File: src/rtl/prog_timer_if.sv
// Control and status bundle for prog_timer. The master side drives the control
// inputs and the slave side (the timer) returns the count and status signals.
interface prog_timer_if #(
  parameter int TIMER_BITS    = 8,
  parameter int PRESCALE_BITS = 4
);
  // Control inputs: start, stop and irq_clr are one-cycle pulses that are
  // sampled on every rising clock edge, whether or not enable is high.
  logic                     enable;
  logic                     start;
  logic                     stop;
  logic                     mode_oneshot;
  logic                     dir_down;
  logic [PRESCALE_BITS-1:0] prescale;
  logic [TIMER_BITS-1:0]    final_value;
  logic [TIMER_BITS-1:0]    compare_value;
  logic                     irq_clr;

  // Status outputs
  logic [TIMER_BITS-1:0]    count;
  logic                     running;
  logic                     tick;
  logic                     cmp_out;
  logic                     irq;
  logic                     state_dbg;

`ifdef PROG_TIMER_CAPTURE_EN
  logic                     capture_in;
  logic [TIMER_BITS-1:0]    capture_value;
  logic                     cap_valid;

  modport master (
    output enable, start, stop, mode_oneshot, dir_down, prescale,
           final_value, compare_value, irq_clr, capture_in,
    input  count, running, tick, cmp_out, irq, state_dbg,
           capture_value, cap_valid
  );

  modport slave (
    input  enable, start, stop, mode_oneshot, dir_down, prescale,
           final_value, compare_value, irq_clr, capture_in,
    output count, running, tick, cmp_out, irq, state_dbg,
           capture_value, cap_valid
  );
`else
  modport master (
    output enable, start, stop, mode_oneshot, dir_down, prescale,
           final_value, compare_value, irq_clr,
    input  count, running, tick, cmp_out, irq, state_dbg
  );

  modport slave (
    input  enable, start, stop, mode_oneshot, dir_down, prescale,
           final_value, compare_value, irq_clr,
    output count, running, tick, cmp_out, irq, state_dbg
  );
`endif
endinterface

File: src/rtl/prog_timer.sv
// Programmable timer: prescaler, up/down count, periodic/one-shot, PWM compare, sticky irq.
// Optional count capture on an asynchronous input when PROG_TIMER_CAPTURE_EN is defined.
module prog_timer #(
  parameter int TIMER_BITS    = 8,
  parameter int PRESCALE_BITS = 4
) (
  input  logic         clk,
  input  logic         reset,
  prog_timer_if.slave  bus
);

  typedef enum logic {
    IDLE = 1'b0,
    RUN  = 1'b1
  } state_e;

  localparam logic [TIMER_BITS-1:0]    CNT_ONE = TIMER_BITS'(1);
  localparam logic [PRESCALE_BITS-1:0] PRE_ONE = PRESCALE_BITS'(1);

  state_e                   state_q;
  logic [TIMER_BITS-1:0]    count_q;
  logic [PRESCALE_BITS-1:0] pre_cnt_q;
  logic                     tick_q;
  logic                     irq_q;

  logic                     step;
  logic                     terminal;
  logic [TIMER_BITS-1:0]    reload_val;

  // A step only happens when no start/stop pulse overrides this cycle.
  always_comb begin
    step       = (state_q == RUN) && bus.enable && !bus.stop && !bus.start
                 && (pre_cnt_q == bus.prescale);
    terminal   = step && (bus.dir_down ? (count_q == '0)
                                       : (count_q == bus.final_value));
    reload_val = bus.dir_down ? bus.final_value : '0;
  end

  always_ff @(posedge clk or negedge reset) begin
    if (!reset) begin
      state_q   <= IDLE;
      count_q   <= '0;
      pre_cnt_q <= '0;
      tick_q    <= 1'b0;
      irq_q     <= 1'b0;
    end else begin
      tick_q <= terminal;

      if (terminal) begin
        irq_q <= 1'b1;
      end else if (bus.irq_clr) begin
        irq_q <= 1'b0;
      end

      if (bus.stop) begin
        if (state_q == RUN) begin
          state_q   <= IDLE;
          pre_cnt_q <= '0;
        end
      end else if (bus.start) begin
        state_q   <= RUN;
        count_q   <= reload_val;
        pre_cnt_q <= '0;
      end else if ((state_q == RUN) && bus.enable) begin
        if (pre_cnt_q == bus.prescale) begin
          pre_cnt_q <= '0;
          if (terminal) begin
            // One-shot leaves the count parked on its terminal value.
            if (bus.mode_oneshot) begin
              state_q <= IDLE;
            end else begin
              count_q <= reload_val;
            end
          end else if (bus.dir_down) begin
            count_q <= count_q - CNT_ONE;
          end else begin
            count_q <= count_q + CNT_ONE;
          end
        end else begin
          pre_cnt_q <= pre_cnt_q + PRE_ONE;
        end
      end
    end
  end

  assign bus.count     = count_q;
  assign bus.running   = (state_q == RUN);
  assign bus.tick      = tick_q;
  assign bus.irq       = irq_q;
  assign bus.state_dbg = state_q;
  assign bus.cmp_out   = (state_q == RUN) && (count_q < bus.compare_value);

`ifdef PROG_TIMER_CAPTURE_EN
  logic                  cap_s1_q;
  logic                  cap_s2_q;
  logic                  cap_s3_q;
  logic [TIMER_BITS-1:0] cap_val_q;
  logic                  cap_valid_q;
  logic                  cap_rise;

  // Edge detect on the synchroniser output, not on the raw pin.
  assign cap_rise = cap_s2_q && !cap_s3_q;

  always_ff @(posedge clk or negedge reset) begin
    if (!reset) begin
      cap_s1_q    <= 1'b0;
      cap_s2_q    <= 1'b0;
      cap_s3_q    <= 1'b0;
      cap_val_q   <= '0;
      cap_valid_q <= 1'b0;
    end else begin
      cap_s1_q <= bus.capture_in;
      cap_s2_q <= cap_s1_q;
      cap_s3_q <= cap_s2_q;
      if (cap_rise) begin
        cap_val_q   <= count_q;
        cap_valid_q <= 1'b1;
      end else if (bus.irq_clr) begin
        cap_valid_q <= 1'b0;
      end
    end
  end

  assign bus.capture_value = cap_val_q;
  assign bus.cap_valid     = cap_valid_q;
`endif

endmodule

File: src/flat_wrapper.sv
// flat-port wrapper written by rule: the top's interface ports become plain ports
module prog_timer_flat 
#(
  parameter int TIMER_BITS    = 8,
  parameter int PRESCALE_BITS = 4
)
  (clk, reset, bus_enable, bus_start, bus_stop, bus_mode_oneshot, bus_dir_down, bus_prescale, bus_final_value, bus_compare_value, bus_irq_clr, bus_count, bus_running, bus_tick, bus_cmp_out, bus_irq, bus_state_dbg);
  prog_timer_if #(.TIMER_BITS(TIMER_BITS), .PRESCALE_BITS(PRESCALE_BITS)) bus_i ();
  input  logic clk;
  input  logic reset;
  input wire logic [$bits(bus_i.enable)-1:0] bus_enable;
  input wire logic [$bits(bus_i.start)-1:0] bus_start;
  input wire logic [$bits(bus_i.stop)-1:0] bus_stop;
  input wire logic [$bits(bus_i.mode_oneshot)-1:0] bus_mode_oneshot;
  input wire logic [$bits(bus_i.dir_down)-1:0] bus_dir_down;
  input wire logic [$bits(bus_i.prescale)-1:0] bus_prescale;
  input wire logic [$bits(bus_i.final_value)-1:0] bus_final_value;
  input wire logic [$bits(bus_i.compare_value)-1:0] bus_compare_value;
  input wire logic [$bits(bus_i.irq_clr)-1:0] bus_irq_clr;
  output wire logic [$bits(bus_i.count)-1:0] bus_count;
  output wire logic [$bits(bus_i.running)-1:0] bus_running;
  output wire logic [$bits(bus_i.tick)-1:0] bus_tick;
  output wire logic [$bits(bus_i.cmp_out)-1:0] bus_cmp_out;
  output wire logic [$bits(bus_i.irq)-1:0] bus_irq;
  output wire logic [$bits(bus_i.state_dbg)-1:0] bus_state_dbg;
  assign bus_i.enable = bus_enable;
  assign bus_i.start = bus_start;
  assign bus_i.stop = bus_stop;
  assign bus_i.mode_oneshot = bus_mode_oneshot;
  assign bus_i.dir_down = bus_dir_down;
  assign bus_i.prescale = bus_prescale;
  assign bus_i.final_value = bus_final_value;
  assign bus_i.compare_value = bus_compare_value;
  assign bus_i.irq_clr = bus_irq_clr;
  assign bus_count = bus_i.count;
  assign bus_running = bus_i.running;
  assign bus_tick = bus_i.tick;
  assign bus_cmp_out = bus_i.cmp_out;
  assign bus_irq = bus_i.irq;
  assign bus_state_dbg = bus_i.state_dbg;
  prog_timer #(.TIMER_BITS(TIMER_BITS), .PRESCALE_BITS(PRESCALE_BITS)) u_core (.clk(clk), .reset(reset), .bus(bus_i));
endmodule
File: config.mk
export PLATFORM = sky130hd
export DESIGN_NAME = prog_timer_flat
export DESIGN_NICKNAME = d
export VERILOG_FILES = /design/src/rtl/prog_timer_if.sv /design/src/rtl/prog_timer.sv /design/src/flat_wrapper.sv
export SDC_FILE = /design/constraint.sdc
export NUM_CORES = 1
export LEC_CHECK = 0
export ABC_AREA = 1
export BUFFER_PORTS_ARGS = -buffer_cell sky130_fd_sc_hd__buf_2
export CORE_MARGIN = 1
export CORE_UTILIZATION = 53
export CTS_CLUSTER_DIAMETER = 120
export CTS_CLUSTER_SIZE = 24
export DETAILED_ROUTE_END_ITERATION = 10
export GPL_ROUTABILITY_DRIVEN = 0
export GPL_TIMING_DRIVEN = 0
export PLACE_DENSITY = 0.79
export RECOVER_POWER = 25
export SYNTH_ARGS = -nofsm -noshare
export SYNTH_HDL_FRONTEND = slang
export SYNTH_SLANG_ARGS = --single-unit
File: constraint.sdc
create_clock -name clk -period 1.9 [get_ports clk]
set_input_delay 0.19 -clock clk [delete_from_list [all_inputs] [get_ports clk]]
set_output_delay 0.19 -clock clk [all_outputs]
set_load 0.03 [all_outputs]
* Word level (Yosys, flattened, before mapping) *
Cells that the tools add are included.

word-level totals
  bits in registers = 15
  bits in latches = 0
  bits in writable memories = 0
  bits in read-only memories = 0
  bits of input ports = 28
  output and inout port bits = 13
  logic and storage cells = 54
  memories = 0

cells by class
  add/sub/neg operators = 3
  multiply operators = 0
  divide/modulo/power cells = 0
  magnitude comparators = 1
  eq/ne operators = 4
  shift-type cells = 0
  multiplexer cells = 21
  bitwise gates (word level) = 1
  reduce and logical (&&, ||, !) cells = 19

operators with widths
  kind                   number
  $mux W8                7
  $mux W4                5
  $reduce_bool A3 Y1     4
  $mux W1                9
  $add A8 B1 Y8 const B  1
  $eq A8 B8 Y1           1
  $logic_not A8 Y1       1
  $lt A8 B8 Y1           1
  $reduce_and A4 Y1      2
  $sub A8 B1 Y8 const B  1
  $logic_and A1 B1 Y1    6
  $reduce_bool A2 Y1     3
  $add A4 B1 Y4 const B  1
  $eq A4 B4 Y1           1
  $ne A3 B3 Y1 const B   1
  $logic_not A1 Y1       2
  $ne A2 B1 Y1 const B   1
  $reduce_and A2 Y1      1
  $not A1 Y1             1

* Depth between registers and ports, before layout *
  depth after elaboration = 10
  mapped depth = 13
  mapped depth without buffers = 12

* Least setup slack after synthesis *
OpenSTA, ideal clock, no wires.

  path kind = reg2reg
  start = reg u_core.count_q[0], in the netlist u_core.bus.count[0]
  end = reg u_core.count_q[6], in the netlist u_core.bus.count[6]
  library setup time = 0.118 ns
  arrival time = 1.851 ns
  required time = 1.782 ns
  slack = -0.069 ns
  stages on the path, launching flop included = 11
  buffers on the path = 0
  clock period less this slack = 1.969 ns
  cells stage by stage = dfrtp_1 > inv_1 > fa_1 > o21ai_0 > nand3_1 > nand3_1 > nand2_1 > nand3_1 > nand2_1 > nand2_1 > nand2_1

between the ends
  longest elaborated chain between the ends = 7
  elaborated cells on any way between the ends = 13
  classes of those cells = add/sub: 2; eq/ne: 2; mux: 6; reduce/logical: 3

ends and longest elaborated chain
  element                                                line              text
  from (decl)                                            prog_timer.sv:21  logic [TIMER_BITS-1:0] count_q;
  from (signal assigned)                                 prog_timer.sv:62  count_q <= reload_val;
  from (signal assigned)                                 prog_timer.sv:72  count_q <= reload_val;
  from (signal assigned)                                 prog_timer.sv:75  count_q <= count_q - CNT_ONE;
  branches (longest 7 deep; another with $add A8 B1 Y8)  n/a

Several ways; the timed one is not identified. The select of a mux whose other input is x is not followed.
A chain may end at the register's enable or synchronous reset.

* Final worst setup path *
  start = reg u_core.count_q[1], in the netlist u_core.bus.count[1]
  end = out bus_cmp_out

between the ends
  longest elaborated chain between the ends = 2

ends and longest elaborated chain
  element              line                text
  $lt A8 B8 Y1         prog_timer.sv:91    assign bus.cmp_out = (state_q == RUN) && (count_q < bus.compare_value);
  $logic_and A1 B1 Y1  prog_timer.sv:91
  to (decl)            flat_wrapper.sv:23  output wire logic [$bits(bus_i.cmp_out)-1:0] bus_cmp_out;

No other way between the ends.

==> insert_results.sql <==
INSERT INTO impl_metrics (metric_group, metric, value, unit) VALUES
('run_status', 'status', 'finished, final reports clean', ''),
('setup_path', 'cp-startpoint', 'u_core.bus.count[1]', ''),
('power', 'power-per-cell-area', '796.0', 'nW/um2'),
('sta', 'relSlewSlack', '0.4272', ''),
('finish', 'drive_gt1_frac', '0.3225', ''),
('grt', 'grt_overflow_total', '0', ''),
('yosys', 'ys_seq_elements', '15', ''),
('cts', 'max-clock-path-buffers', '2', ''),
('floorplanning', 'number_of_top_level_pins', '41', ''),
('yosys', 'postSynthAreaPerCell', '6.938', 'um2'),
('drt', 'detail_route.iter0.violations', '43', ''),
('yosys', 'postSynthCellCount', '220', ''),
('finish', 'multi_input_area', '1076', 'um2'),
('yosys', 'synth-edff-count', '0', ''),
('sta', 'fin_skew', '0.0002950', 'ns'),
('grt', 'number_of_global_route_vias_before_repair', '1527', ''),
('finish', 'areaGrowthSynthToFinish', '28.20', '%'),
('setup_path', 'worst_path_max_delay_cell', 'sky130_fd_sc_hd__dfrtp_2', ''),
('floorplanning', 'floorplan.die.height', '55.67', 'um'),
('place', 'portBuffers', '40', ''),
('yosys', 'synth_cell_types', '30', ''),
('setup_path', 'rr_endpoint', 'u_core.bus.count[6]', ''),
('sta', 'finalHoldViolCount', '0', ''),
('sta', 'fin_crit', '1.835', 'ns'),
('sta', 'fin_hold_ws', '0.06958', 'ns'),
('drt', 'dr.pass1.iters', '4', ''),
('cts', 'insertion_delay_to_the_later_sink_of_the_worst_skew_pair', '0.30', 'ns'),
('setup_path', 'timing.critical_path.slowest_cell_delay', '0.46', 'ns'),
('cts', 'clkSlewWorstSetupHoldPaths', '0.10', 'ns'),
('finish', 'fillers', '244', ''),
('grt', 'grt_max_degree', '16', ''),
('drt', 'vias_per_cell', '5.274', ''),
('yosys', 'dominantRegCellSynth', 'sky130_fd_sc_hd__dfrtp_1', ''),
('floorplanning', 'initial_core_util', '0.5584', ''),
('drt', 'wl_per_cell', '13.09', 'um'),
('finish', 'final_instance_area', '1957', 'um2'),
('place', 'place.detailed.hpwl', '2.808', 'mm'),
('yosys', 'synth_top_family_by_area', 'simple AND/OR/NAND/NOR gates', ''),
('setup_path', 'ordered_cell_list_for_the_critical_path', 'ha_4 > a21oi_4 > o21ai_2 > nand4_1 > o2111a_1 > buf_6', ''),
('setup_path', 'critical_path_buf_inv_count', '1', ''),
('finish', 'inserted_diodes', '0', ''),
('setup_path', 'critical_path.endpoint_type', 'output port', ''),
('floorplanning', 'die_w', '55.67', 'um'),
('sta', 'tightestPinTransition', '0.8592', 'ns'),
('yosys', 'yosys.area_share.adder', '0.1279', ''),
('power', 'fin_total_pwr', '0.001558', 'W'),
('setup_path', 'regToRegSetupSlack', '0.13', 'ns'),
('finish', 'layout.cells.most_common', 'sky130_fd_sc_hd__nand2_1', ''),
('job', 'drv.max_cap_violation_count', '0', ''),
('setup_path', 'worstReg2RegStart', 'u_core.bus.count[0]', ''),
('setup_path', 'worstRegToRegCells', '11', ''),
('cts', 'htree_levels', '1', ''),
('sta', 'finalCritPeriodShare', '0.9656', ''),
('cts', 'cts-buffers-inserted', '3', ''),
('setup_path', 'critical_path_peak_fanout', '4', ''),
('cts', 'cts_tree', 'done', ''),
('setup_path', 'worst_path_dominant_cell_family', 'flip-flops', ''),
('floorplanning', 'die-area', '3099', 'um2'),
('setup_path', 'critical_path.startpoint_type', 'flip-flop', ''),
('hold_path', 'min_delay_path_depth', '2', ''),
('power', 'vdd.ir_drop.worst', '0.0005879', 'V'),
('cts', 'cts-root-buf', 'sky130_fd_sc_hd__clkbuf_4', ''),
('drt', 'detailroute.via_count', '1619', ''),
('place', 'placedInstanceArea', '1768', 'um2'),
('finish', 'seq_area', '384.1', 'um2'),
('yosys', 'ys_async_sr_fraction', '1.000', ''),
('hold_path', 'holdCritPathClass', 'in -> reg', ''),
('yosys', 'synth.cell_area', '1526', 'um2'),
('grt', 'initial_antenna_violation_count', '0', ''),
('yosys', 'yosysSeqAreaShare', '0.2459', ''),
('drt', 'drt-total-wl', '4.020', 'mm');
==> registers in the layout, indices dropped and copies added (netlist names) <==
name and cells:
u_core.bus.count 8, u_core.bus.tick 1, u_core.pre_cnt_q 4, u_core.bus.running 1, u_core.bus.irq 1
==> how the worst max path moves through the flow <==
stage               depth (start not counted)  slack [ns]                   to
finish                                      6        0.07          bus_cmp_out
global route                                6       -0.01          bus_cmp_out
CTS                                         6        0.01          bus_cmp_out
detailed placement                         13       -0.20  u_core.bus.count[6]
global placement                           12       -0.19  u_core.bus.count[6]
floorplan                                  10        0.06  u_core.bus.count[6]
==> per-stage QoR <==
step	util	TNS (ns)	worst slack, ns
3_3_place_gp	0.6467	-0.2614	-0.1875
4_1_cts	0.6751	0	0.01251
5_1_grt	0.7158	-0.01584	-0.01125
3_5_place_dp	0.6467	-0.2827	-0.1982
2_1_floorplan	-	0	0.06131
6_report	0.7158	0	0.06544
==> final cells by class <==
class,count,share of cell area
multi-input cells,173,0.5499
flip-flops and latches,15,0.1963
repair buffers,52,0.1522
inverters,28,0.05371
well taps,31,0.01982
plain buffers,4,0.01407
clock buffers,3,0.01151
clock inverters,1,0.002558
==> cells in the mapped netlist, types with 2 or more instances <==
| cell type | n |
|---|---|
| sky130_fd_sc_hd__a21oi_1 | 10 |
| sky130_fd_sc_hd__dfrtp_1 | 15 |
| sky130_fd_sc_hd__ha_1 | 14 |
| sky130_fd_sc_hd__inv_1 | 26 |
| sky130_fd_sc_hd__inv_2 | 2 |
| sky130_fd_sc_hd__nand2_1 | 68 |
| sky130_fd_sc_hd__nand2_2 | 5 |
| sky130_fd_sc_hd__nand2_4 | 2 |
| sky130_fd_sc_hd__nand3_1 | 26 |
| sky130_fd_sc_hd__nand3_2 | 4 |
| sky130_fd_sc_hd__nor2_1 | 10 |
| sky130_fd_sc_hd__o21ai_0 | 6 |
| sky130_fd_sc_hd__o21ai_1 | 2 |
| sky130_fd_sc_hd__xnor2_1 | 7 |
| sky130_fd_sc_hd__xor2_1 | 8 |
==> kinds of logic (layout without fill, tap and decap cells) <==
kind of cell	Yosys count	after routing
AOI/OAI and AO/OA	23	23
adders and majority gates	15	15
DFF	15	15
and+or+nand+nor	120	120
xor gates and xnor gates	15	15
buffers and inverters	32	88
==> power by group <==
part / internal (W) / switching [W]
clock: 0.0000786 / 0.000119
sequential: 0.000371 / 0.0000926
combinational: 0.000382 / 0.000515
==> metal layers <==
| metal | GRT usage | wire [um] |
|---|---|---|
| met1 | 0.3382 | 1742 |
| met2 | 0.4509 | 2002 |
| met3 | 0.02791 | 217 |
| met4 | 0.09286 | 57 |
| met5 | 0 | 0 |
==> repair_timing <==
| item | in CTS | in global routing |
|---|---|---|
| pin swaps | 1 | 2 |
| setup buffers | 2 | 9 |
| setup endpoints to repair | 2 | 5 |
| hold endpoints to repair | 15 | 0 |
| hold buffers | 1 | 0 |
| gates resized for setup | 8 | 12 |
Note: power is estimated with default switching activity, not from simulation.
